--- config.mk ---
export PLATFORM = sky130hd
export DESIGN_NAME = dm_arbiter
export DESIGN_NICKNAME = d
export VERILOG_FILES = /design/src/rtl/dm_arbiter.sv
export SDC_FILE = /design/constraint.sdc
export NUM_CORES = 1
export LEC_CHECK = 0
export BUFFER_PORTS_ARGS = -buffer_cell sky130_fd_sc_hd__buf_4
export CORE_AREA = 3 3 122 124
export CTS_CLUSTER_DIAMETER = 30
export DETAILED_ROUTE_END_ITERATION = 8
export DIE_AREA = 0 0 125 127
export PLACE_DENSITY = 0.8
export SYNTH_ARGS = -nofsm -noshare
export SYNTH_HDL_FRONTEND = slang
export SYNTH_SLANG_ARGS = --single-unit
--- constraint.sdc ---
create_clock -name Clk -period 2.55 [get_ports Clk]
set_input_delay 0.6375 -clock Clk [delete_from_list [all_inputs] [get_ports Clk]]
set_output_delay 0.6375 -clock Clk [all_outputs]
set_load 0.05 [all_outputs]
--- src/rtl/dm_arbiter.sv ---
// Two-requester arbiter/sequencer for the single-ported data memory.
// Issues one command (CMD) then a response cycle (RESP); supports a per-requester lock for RMW.
module dm_arbiter #(
  parameter int LOCK_TIMEOUT = 16
) (
  input  logic        Clk,
  input  logic        Reset,
  input  logic        req0,
  input  logic        req1,
  input  logic [31:0] ad0,
  input  logic [31:0] ad1,
  input  logic [31:0] wrdata0,
  input  logic [31:0] wrdata1,
  input  logic [2:0]  memwr0,
  input  logic [2:0]  memwr1,
  input  logic [1:0]  cut0,
  input  logic [1:0]  cut1,
  input  logic        lock0,
  input  logic        lock1,
  output logic        gnt0,
  output logic        gnt1,
  output logic        rvalid0,
  output logic        rvalid1,
  output logic [31:0] rdata,
  output logic        lock_to,
  output logic        busy,
  output logic [31:0] mem_ad,
  output logic [31:0] mem_wrdata,
  output logic [2:0]  mem_memwr,
  output logic [1:0]  mem_cut,
  input  logic [31:0] mem_dm
);

  typedef enum logic [1:0] {IDLE, CMD, RESP} state_t;

  localparam int CW = (LOCK_TIMEOUT < 2) ? 1 : $clog2(LOCK_TIMEOUT);
  localparam logic [CW-1:0] CNT_LAST = CW'(LOCK_TIMEOUT - 1);

  state_t        state_q, state_d;
  logic          last_q, last_d;
  logic          locked_q, locked_d;
  logic          owner_q, owner_d;
  logic [CW-1:0] cnt_q, cnt_d;
  logic          lock_to_q, lock_to_d;
  logic          cw_q, cw_d;
  logic [31:0]   c_ad_q, c_ad_d;
  logic [31:0]   c_wd_q, c_wd_d;
  logic [2:0]    c_wr_q, c_wr_d;
  logic [1:0]    c_cut_q, c_cut_d;
  logic          c_lock_q, c_lock_d;

  logic lk_eff, own_eff;
  logic elig0, elig1, win_any, win;
  logic owner_req, c_is_rd;

  assign owner_req = owner_q ? req1 : req0;
  assign c_is_rd   = (c_wr_q == 3'd0) || (c_wr_q > 3'd4);

  always_comb begin
    state_d   = state_q;
    last_d    = last_q;
    cnt_d     = cnt_q;
    lock_to_d = 1'b0;
    cw_d      = cw_q;
    c_ad_d    = c_ad_q;
    c_wd_d    = c_wd_q;
    c_wr_d    = c_wr_q;
    c_cut_d   = c_cut_q;
    c_lock_d  = c_lock_q;

    // In RESP the current access completes on this edge, so arbitrate against
    // the lock state it leaves behind (lets the other side win on release).
    lk_eff  = locked_q;
    own_eff = owner_q;
    if (state_q == RESP) begin
      if (c_lock_q) begin
        lk_eff  = 1'b1;
        own_eff = cw_q;
      end else if (locked_q && (owner_q == cw_q)) begin
        lk_eff = 1'b0;
      end
    end
    locked_d = lk_eff;
    owner_d  = own_eff;

    elig0   = req0 && (!lk_eff || !own_eff);
    elig1   = req1 && (!lk_eff ||  own_eff);
    win_any = elig0 || elig1;
    win     = (elig0 && elig1) ? ~last_q : elig1;

    case (state_q)
      CMD:     state_d = RESP;
      default: begin
        if (win_any) begin
          state_d  = CMD;
          last_d   = win;
          cw_d     = win;
          c_ad_d   = win ? ad1     : ad0;
          c_wd_d   = win ? wrdata1 : wrdata0;
          c_wr_d   = win ? memwr1  : memwr0;
          c_cut_d  = win ? cut1    : cut0;
          c_lock_d = win ? lock1   : lock0;
        end else begin
          state_d = IDLE;
        end
      end
    endcase

    // Idle-owner watchdog: counting and owner grants are mutually exclusive
    // because a grant needs the owner's req high.
    if (!locked_q) begin
      cnt_d = '0;
    end else if ((state_q != CMD) && win_any && (win == owner_q)) begin
      cnt_d = '0;
    end else if ((state_q == IDLE) && !owner_req) begin
      if (cnt_q == CNT_LAST) begin
        cnt_d     = '0;
        locked_d  = 1'b0;
        lock_to_d = 1'b1;
      end else begin
        cnt_d = cnt_q + 1'b1;
      end
    end
  end

  always_ff @(posedge Clk or posedge Reset) begin
    if (Reset) begin
      state_q   <= IDLE;
      last_q    <= 1'b1;
      locked_q  <= 1'b0;
      owner_q   <= 1'b0;
      cnt_q     <= '0;
      lock_to_q <= 1'b0;
      cw_q      <= 1'b0;
      c_ad_q    <= '0;
      c_wd_q    <= '0;
      c_wr_q    <= '0;
      c_cut_q   <= '0;
      c_lock_q  <= 1'b0;
    end else begin
      state_q   <= state_d;
      last_q    <= last_d;
      locked_q  <= locked_d;
      owner_q   <= owner_d;
      cnt_q     <= cnt_d;
      lock_to_q <= lock_to_d;
      cw_q      <= cw_d;
      c_ad_q    <= c_ad_d;
      c_wd_q    <= c_wd_d;
      c_wr_q    <= c_wr_d;
      c_cut_q   <= c_cut_d;
      c_lock_q  <= c_lock_d;
    end
  end

  // Memory-facing outputs are zero in IDLE so an idle cycle is a harmless read of word 0.
  always_comb begin
    gnt0       = 1'b0;
    gnt1       = 1'b0;
    rvalid0    = 1'b0;
    rvalid1    = 1'b0;
    rdata      = '0;
    mem_ad     = '0;
    mem_wrdata = '0;
    mem_memwr  = '0;
    mem_cut    = '0;
    case (state_q)
      CMD: begin
        gnt0       = ~cw_q;
        gnt1       = cw_q;
        mem_ad     = c_ad_q;
        mem_wrdata = c_wd_q;
        mem_memwr  = (c_wr_q > 3'd4) ? 3'd0 : c_wr_q;
        mem_cut    = c_cut_q;
      end
      RESP: begin
        mem_ad  = c_ad_q;
        mem_cut = c_cut_q;
        if (c_is_rd) begin
          rvalid0 = ~cw_q;
          rvalid1 = cw_q;
          rdata   = mem_dm;
        end
      end
      default: ;
    endcase
  end

  assign lock_to = lock_to_q;
  assign busy    = (state_q != IDLE);

endmodule

== Yosys cells after proc, flatten, opt, wreduce, memory -nomap -nowiden ==
Cells that the tools add are included.

* Register bits after elaboration: 81
* Bits in read-only memories: 0
* Input port bits: 176
* Memory bits (writable): 0
* Latch bits: 0
* Memories: 0

* Add/subtract/negate cells: 1
* Shift-type cells: 0
* Magnitude comparators: 1
* Multiply operators: 0
* Div/mod/pow operators: 0
* Mux-type cells: 39
* Reductions and logical operators: 19
* Eq/ne operators: 7
* Bitwise operators: 3

{| class="wikitable"
|+ Operators by type and width
! kind !! count
|-
| $mux 32 || 6
|-
| $mux 1 || 23
|-
| $mux 4 || 4
|-
| $mux 3 || 3
|-
| $logic_and 1x1->1 || 7
|-
| $mux 2 || 3
|-
| $add 4x1->4 const B || 1
|-
| $eq 4x4->1 const B || 1
|-
| $logic_or 1x1->1 || 4
|-
| $gt 3x3->1 const B || 1
|-
| $logic_not 1->1 || 3
|-
| $logic_not 3->1 || 1
|-
| $ne 3x1->1 const B || 1
|-
| $not 1->1 || 3
|-
| $eq 1x1->1 || 2
|-
| $eq 2x1->1 const B || 1
|-
| $eq 2x2->1 const B || 1
|-
| $logic_not 2->1 || 1
|-
| $ne 2x1->1 const B || 1
|-
| $reduce_and 2->1 || 1
|-
| $reduce_bool 2->1 || 1
|-
| $reduce_or 2->1 || 1
|}

== Logic depth before layout (Yosys ltp) ==
Gate-level depths: netlist (run 1).

* Word-level depth: 14
* Depth in mapped cells: 9

== Worst setup path before layout (run 1) ==
Ideal clock, no wire load.

* Kind: reg-to-output
* Start point: register c_wr_q[1]
* End point: output rvalid0
* Cell stages (with the launch flop): 5
* Data required time: 1.913 ns
* Arrival time: 1.922 ns
* Slack: -0.009 ns
* Buffers on the path: 0
* Path through: dfrtp_1 or2_2 ha_1 nor2b_1 nor2b_1

* Longest elaborated chain between the ends: 4
* Elaborated cells between the ends (all ways): 5

{| class="wikitable"
|+ Ends and longest elaborated chain
! what !! RTL line !! text
|-
| start: declaration || 48 || <nowiki>logic [2:0] c_wr_q, c_wr_d;</nowiki>
|-
| start signal: assignment || 150 || <nowiki>c_wr_q <= c_wr_d;</nowiki>
|-
| $gt 3x3->1 / $logic_not 3->1 (equally long branches) || 57 || <nowiki>assign c_is_rd = (c_wr_q == 3'd0) || (c_wr_q > 3'd4);</nowiki>
|-
| $logic_or 1x1->1 (*) || 57 ||
|-
| $mux 1 (*) || 179 || <nowiki>if (c_is_rd) begin</nowiki>
|-
| $mux 1 (*) || 167 || <nowiki>case (state_q)</nowiki>
|-
| end: declaration || 22 || <nowiki>output logic rvalid0,</nowiki>
|}

Every way passes the cells marked *; elsewhere a longest branch is shown, timed or not.

== Worst setup path in the final report (run 1) ==
* Start point: register c_wr_q[0]
* End point: output rdata[15]

* Longest elaborated chain between the ends: 4
* Elaborated cells between the ends (all ways): 5

{| class="wikitable"
|+ Ends and longest elaborated chain
! what !! RTL line !! text
|-
| $gt 3x3->1 / $logic_not 3->1 (equally long branches) || 57 ||
|-
| $logic_or 1x1->1 (*) || 57 ||
|-
| $mux 32 (*) || 179 ||
|-
| $mux 32 (*) || 167 ||
|-
| end: declaration || 24 || <nowiki>output logic [31:0] rdata,</nowiki>
|}

Marked as above.

==> results of run 1 <==
-- state kept, by name, summed over array words and instances, names as in the netlist --
| name | cells |
|---|---|
| c_lock_q | 1 |
| c_ad_q | 32 |
| owner_q | 1 |
| c_cut_q | 2 |
| last_q | 1 |
| cnt_q | 4 |
| cw_q | 1 |
| c_wr_q | 3 |
| locked_q | 1 |
| lock_to | 1 |
| state_q | 2 |
| c_wd_q | 32 |
-- where the power goes --
| group | total, W | internal, W | leakage, nW | switching [W] |
|---|---|---|---|---|
| Combinational | 0.00775 | 0.00317 | 2.57 | 0.00458 |
| Sequential | 0.00228 | 0.00194 | 0.958 | 0.000343 |
| Clock | 0.00126 | 0.000763 | 0.149 | 0.000497 |
-- cell usage after synthesis --
library cell    n  area share
buf_2           8      0.0083
nor3b_1         3      0.0047
nand4_1         2      0.0026
o21bai_1        1      0.0016
dfstp_2         1      0.0054
nor2b_1         4      0.0052
or2_2           1      0.0013
nor2_1          4      0.0031
buf_6           8       0.019
o31a_1          1      0.0018
nand3_1         3      0.0031
ha_1            6       0.016
a311oi_1        1      0.0018
clkbuf_1       10      0.0078
o211a_1         1      0.0021
mux2_2        130        0.30
inv_1           6      0.0047
mux2_1         12       0.028
a32o_1          1      0.0021
o21a_1          1      0.0016
and3b_1         2      0.0036
or3_1           1      0.0013
and2_1        101        0.13
a211oi_4        1      0.0041
dfrtp_1        80        0.41
nand2_1         9      0.0070
o21ai_0         2      0.0021
nand2b_1        3      0.0039
a21oi_1         4      0.0041
xnor2_1         2      0.0036
mux2i_1         1      0.0021
-- critical path, cell delays in order, from the launching register on --
cell,delay (ns)
dfrtp_1,0.40
or2_4,0.25
ha_4,0.22
nor2b_4,0.16
clkbuf_16,0.18
and2_1,0.15
buf_6,0.16
-- layout make-up --
class | count | area [um^2] | share of cell area
Multi-Input combinational cell | 297 | 2670 | 0.346
Clock inverter | 2 | 10.0 | 0.00130
Inverter | 6 | 26.3 | 0.00340
Tap cell | 180 | 225 | 0.0292
Timing Repair Buffer | 297 | 2480 | 0.321
Sequential cell | 81 | 2030 | 0.263
Clock buffer | 14 | 284 | 0.0368
-- worst paths after layout --
kind                                   startpoint                      to  depth (start not counted)
max                         c_wr_q[0]$_DFFE_PP0P_               rdata[15]                          6
max reg2reg                  state_q[0]$_DFF_PP0_   c_ad_q[9]$_DFFE_PP0P_                          9
min                                         Reset   c_ad_q[8]$_DFFE_PP0P_                          3
min in group Clk           c_ad_q[22]$_DFFE_PP0P_  c_ad_q[22]$_DFFE_PP0P_                          1
max in group asynchronous                   Reset   c_ad_q[2]$_DFFE_PP0P_                          3
min reg2reg                c_ad_q[22]$_DFFE_PP0P_  c_ad_q[22]$_DFFE_PP0P_                          1
-- metal layers --
layer | vias to the layer above | wire length [um]
met5 | - | 0
met3 | 23 | 1310
met1 | 2032 | 5130
met2 | 188 | 8180
met4 | 0 | 404
li1 | 1957 | -
-- cells by family (layout without fill, tap and decap cells) --
kind of cell | Yosys count | count (layout) | synth area share
multiplexers | 143 | 143 | 0.333
AND/OR/NAND/NOR | 133 | 133 | 0.167
flip-flops | 81 | 81 | 0.420
buffers and inverters | 32 | 319 | 0.0394
AO/OA/AOI/OAI | 13 | 13 | 0.0213
adder cells (fa/ha/maj) | 6 | 6 | 0.0156
XOR/XNOR | 2 | 2 | 0.00363
-- stage by stage --
stage / hold slack [ns] / util / instances / setup slack [ns] / total power (W)
after CTS: 0.447 / 0.551 / 876 / 0.00307 / 0.0113
after global routing: 0.457 / 0.556 / 877 / -0.0231 / 0.0119
after floorplan: 0.471 / - / 410 / 0.0777 / 0.00764
after global placement: 0.480 / 0.516 / 855 / 0.0805 / 0.00955
after detailed placement: 0.485 / 0.516 / 855 / 0.00790 / 0.00974
final: 0.400 / 0.556 / 877 / 0.0517 / 0.0113
-- timing repair --
| action | 4_1_cts | 5_1_grt |
|---|---|---|
| setup buffers | 3 | 0 |
| setup endpoints to repair | 71 | 104 |
| pin swaps | 2 | 1 |
| resized for setup | 29 | 13 |
| cloned | 2 | 1 |
-- cells in the final DEF, fill, tap and decap left out, drive strengths merged, types with 2 or more instances in the layout --
| master | n |
|---|---|
| nor3b | 3 |
| and2 | 101 |
| buf | 294 |
| o21ai | 2 |
| nor2 | 4 |
| nand2b | 3 |
| nand4 | 2 |
| a21oi | 4 |
| nand3 | 3 |
| and3b | 2 |
| nand2 | 9 |
| nor2b | 4 |
| inv | 5 |
| clkinv | 2 |
| mux2 | 142 |
| clkbuf | 16 |
| xnor2 | 2 |
| ha | 6 |
| dfrtp | 80 |
==> results by group, run 1 <==
Run
  – Max_cap viols: 0

Synthesis
  – Syn Std Cell Area: around 4800 um^2
  – FF+latch count, synth: 81
  – Syn avg cell area: 11.8 um^2
  – Synth Instances: 410
  – Ys Warns: 0
  – Unique masters post-synth: 31
  – Syn Nets: 592
  – Register area share after synthesis: 0.420

Power
  – Max VDD drop: roughly 0.98 mV
  – LEAKAGE: 3.68 nW
  – Pwr Density: 1460 nW/um^2

GRT
  – Met3 usage: 0.0623
  – Met1 GRT Util: 0.179
  – Overflow after GRT: 0
  – Vias in the first global route: roughly 4700
  – Largest net degree at the start of global routing: 82
  – All-Layer GR Usage: 0.184
  – Most used routing layer: met2
  – Met2 usage: 0.355
  – First-pass GRT wire length: roughly 23 mm
  – Antenna violations before repair: 0

Detailed routing
  – Initial DRC Count: 102
  – Vias after detailed routing: 4200
  – First-pass DRT Iterations: 4
  – Antenna-violating nets left: 0
  – Vias/cell: roughly 4.8
  – Wirelength per Cell: 17.1 um
  – DRC: 0
  – Final WL: 15.0 mm

Clock tree
  – CTS Buf Count: 9
  – CTS tree: yes
  – Clk sinks: 81
  – Hold_buf cts: 0
  – H-tree levels: 3
  – CTS root buf: clkbuf_16
  – Worst-skew pair later-pin latency: about 0.33 ns
  – Reg clk slew, reported paths: approximately 0.06 ns
  – Clock Tree Buf Depth: 2

Floorplan
  – Initial Util: 0.348
  – I/O Pins: 283
  – Core area: 13900 um^2
  – Die height: approximately 130 um
  – Row cnt: between 40 and 50
  – Die X-Extent: 125 um
  – Die ar.: 15900 um^2

Timing
  – Max Clk Rate: approximately 400 MHz
  – Worst-margin pin slew: 0.481 ns
  – RSZ-0062 raised after global routing: true
  – Max_slew headroom: 0.680
  – Setup Skew: 0.00511 ns
  – Post-route clock period utilization: 0.980
  – Setup TNS: 0 ns
  – Final hold vios: 0
  – Slew Viols, Final: 0
  – Fin crit period: about 2.5 ns
  – Final Setup Violations: 0

Setup path
  – R2r setup slk: 0.09 ns
  – Critical Path AT: 1.86 ns
  – Startpoint class of the critical path: register
  – Worst endpoint required time: 1.91 ns
  – Critical path class: reg -> out
  – Worst Setup End Kind: primary output
  – Worst-path maximum fanout: 17

Cells and area
  – Share of cells above drive strength 1: 0.651
  – # diodes: 0
  – Nets: 874
  – Post-route cell area: 7720 um^2
  – Area grow syn2layout: 59.9%
  – Fill count: 1176

Hold path
  – Worst Hold Class: in -> async

Placed design
  – Gp weighted congestion: around 0.90
  – DP Wirelength: 11.1 mm
  – Buffers added on ports: around 280
  – Placed Instance Area: 7160 um^2

Outcome
  – Status: completed
Note: power is estimated with default switching activity, not from simulation.
==> run 2: changes to the inputs <==
Settings changed: GPL_ROUTABILITY_DRIVEN from default to 0, PLACE_DENSITY 0.8 to 0.78.
Clock period 2.55 ns to 2.5 ns, I/O delays scaled along.
==> results by group, run 2 (synthesis gave the netlist of run 1 again) <==
Timing
  – Fin crit period: ~2.6 ns
  – Max_slew headroom: 0.723 (+0.0438)
  – Final Setup Violations: 34 (+34)
  – Max Clk Rate: 388 MHz
  – Post-route clock period utilization: 1.03
  – Setup Skew: 0.00466 ns (-0.000444 ns)
  – RSZ-0062 raised after global routing: true
  – Worst hold margin: 0.283 ns (-0.117 ns)
  – Slew Viols, Final: 0 (unchanged)
  – Final hold vios: 0 (unchanged)
  – Setup ws final: -0.0767 ns (-0.128 ns)
  – Worst-margin pin slew: 0.414 ns (-0.0666 ns)

GRT
  – Most used routing layer: met2
  – Vias in the first global route: 4700 (-1.0%)
  – Met3 usage: 0.0581 (-0.00418)
  – All-Layer GR Usage: 0.188 (+0.00448)
  – Met2 usage: 0.349 (-0.00633)
  – Met1 GRT Util: 0.197 (+0.0183)
  – Antenna violations before repair: 0 (unchanged)
  – First-pass GRT wire length: 24.0 mm (+2.2%)
  – Overflow after GRT: 0 (unchanged)
  – Largest net degree at the start of global routing: 48 (-41%)

Power
  – LEAKAGE: 3.77 nW (+2.5%)
  – Switching Power: 0.00562 W (+3.7%)
  – Switching Fraction: 0.474 (-0.00593)
  – Int Pwr: 0.00623 W (+6.2%)
  – Clock network power share: 0.116 (+0.004)
  – Logic gate share of total power: 0.689 (+0.003)
  – Max VDD drop: 0.988 mV (+1.1%)
  – Flop pwr share: 0.195 (-0.007)
  – Pwr Density: 1490 nW/um^2 (+1.8%)

Outcome
  – Status: finished with violations
  – Failing checks: setup timing

Cells and area
  – Biggest regs: c_ad_q (32), c_wd_q (32), cnt_q (4)
  – FF+latch area: 2030 um^2 (unchanged)
  – Commonest non-fill, non-tap cell in the layout: buf_4
  – Commonest cells after routing, fill and taps aside: buf_4, mux2_2, dfrtp_1, and2_1, and2_4
  – Post-layout util: 0.574 (+0.0175)
  – Share of cells above drive strength 1: 0.686 (+0.0348)
  – # diodes: 0 (unchanged)
  – Area grow syn2layout: 64.9%
  – Area occupied by multi-input gates: 2740 um^2 (+2.6%)
  – Fill count: 1159 (-1.4%)
  – Finished Layout Cells: 881 (+0.46%)
  – Nets: 878 (+0.46%)

Placed design
  – Placed Cells: 856 (+0.12%)
  – DP Wirelength: 11.3 mm (+2.1%)
  – Buffers added on ports: 282 (unchanged)

Setup path
  – Startpoint class of the critical path: register
  – Worst endpoint required time: 1.88 ns (-0.03 ns)
  – Worst Setup End Kind: primary output
  – Critical Path AT: 1.95 ns (+0.09 ns)
  – Worst-path maximum fanout: 9 (-8)
  – Critical path class: reg -> out

Clock tree
  – Clk sinks: 81 (unchanged)
  – Clock Tree Buf Depth: 2 (unchanged)
  – H-tree levels: 3 (unchanged)
  – CTS root buf: clkbuf_16
  – Worst-skew pair later-pin latency: 0.34 ns (about the same)
  – CTS tree: yes
  – CTS Buf Count: 9 (unchanged)
  – Hold_buf cts: 0 (unchanged)
  – Reg clk slew, reported paths: 0.06 ns (about the same)

Detailed routing
  – Vias/cell: 4.84 (+1.0%)
  – Wirelength per Cell: 18.0 um (+4.8%)
  – DRC: 0 (unchanged)
  – Antenna-violating nets left: 0 (unchanged)
  – Final WL: 15.8 mm (+5.3%)
  – Initial DRC Count: 109 (+6.9%)
  – Vias after detailed routing: 4262 (+1.5%)
  – First-pass DRT Iterations: 4 (unchanged)

Floorplan
  – Row cnt: 43 (unchanged)
  – Core area: 13900 um^2 (unchanged)
  – Initial Util: 0.348 (unchanged)
  – Die X-Extent: 125 um (unchanged)
  – Die ar.: 15900 um^2 (unchanged)
  – I/O Pins: 283 (unchanged)
  – Die height: 127 um (unchanged)

Hold path
  – Worst Hold Class: in -> async

Run
  – Max_cap viols: 0 (unchanged)
-- run 2: cell types whose count changed in the layout (fill, tap and decap cells not counted), moves of 2 or more --
cell    previous run  this run
and2_1           100        76
and2_4             1        25
buf_16             0         2
buf_4            258       255
buf_6             30        12
buf_8              0        24
-- run 2: through the flow --
| step | setup slack (ns) | setup TNS (ns) | instance area (um^2) | total power (W) |
|---|---|---|---|---|
| global route | -0.122 | -4.08 | 7960 | 0.0124 |
| finish | -0.0767 | -1.44 | 7960 | 0.0119 |
| floorplan | 0.0402 | 0 | 4830 | 0.00779 |
| global placement | 0.0897 | 0 | 7170 | 0.00975 |
| detailed placement | -0.00809 | -0.0361 | 7170 | 0.00993 |
| CTS | -0.0556 | -1.45 | 7800 | 0.0117 |
-- run 2: final timing paths --
kind | start | endpoint | slack [ns] | cells past startpoint
max in group asynchronous | Reset | c_wd_q[31]$_DFFE_PP0P_ | 1.62 | 3
max | c_wr_q[1]$_DFFE_PP0P_ | rdata[17] | -0.08 | 7
max reg2reg | state_q[0]$_DFF_PP0_ | c_wd_q[9]$_DFFE_PP0P_ | 0.05 | 9
min in group Clk | c_wd_q[28]$_DFFE_PP0P_ | c_wd_q[28]$_DFFE_PP0P_ | 0.50 | 1
min reg2reg | c_wd_q[28]$_DFFE_PP0P_ | c_wd_q[28]$_DFFE_PP0P_ | 0.50 | 1
min | Reset | c_ad_q[15]$_DFFE_PP0P_ | 0.28 | 2
-- run 2: worst max-delay path, cell delays in order, from the launching register on --
cell and delay (ns):
dfrtp_1 0.40, or2_4 0.27, ha_4 0.23, nor2b_4 0.11
buf_4 0.15, buf_16 0.12, and2_1 0.16, buf_6 0.17
-- run 2: timing repair --
item,in CTS,in global routing
gates cloned,2,2
endpoints found under the setup margin,60,87
gates resized for setup,61,36
pin swaps,3,1
buffers inserted,4,1
-- run 2: cell type report --
| type | instances | share of cell area |
|---|---|---|
| clock inverter | 2 | 0.00440 |
| multi-input combinational | 297 | 0.344 |
| inverter | 6 | 0.00330 |
| sequential | 81 | 0.255 |
| clock buffer | 14 | 0.0344 |
| timing repair buffer | 301 | 0.331 |
| tap | 180 | 0.0283 |
-- run 2: per-layer routing --
layer | routed length, um | vias up
met3 | 1280 | 33
met4 | 469 | 0
met2 | 8440 | 208
met1 | 5630 | 2058
li1 | - | 1963
met5 | 0 | -
-- run 2: power groups by stage --
| stage | Sequential, W | Clock (W) | Combinational [W] |
|---|---|---|---|
| floorplan | 0.00220 | 0 | 0.00559 |
| global placement | 0.00228 | 0 | 0.00747 |
| detailed placement | 0.00232 | 0 | 0.00760 |
| CTS | 0.00231 | 0.00141 | 0.00800 |
| global route | 0.00240 | 0.00145 | 0.00857 |
| finish | 0.00232 | 0.00137 | 0.00816 |
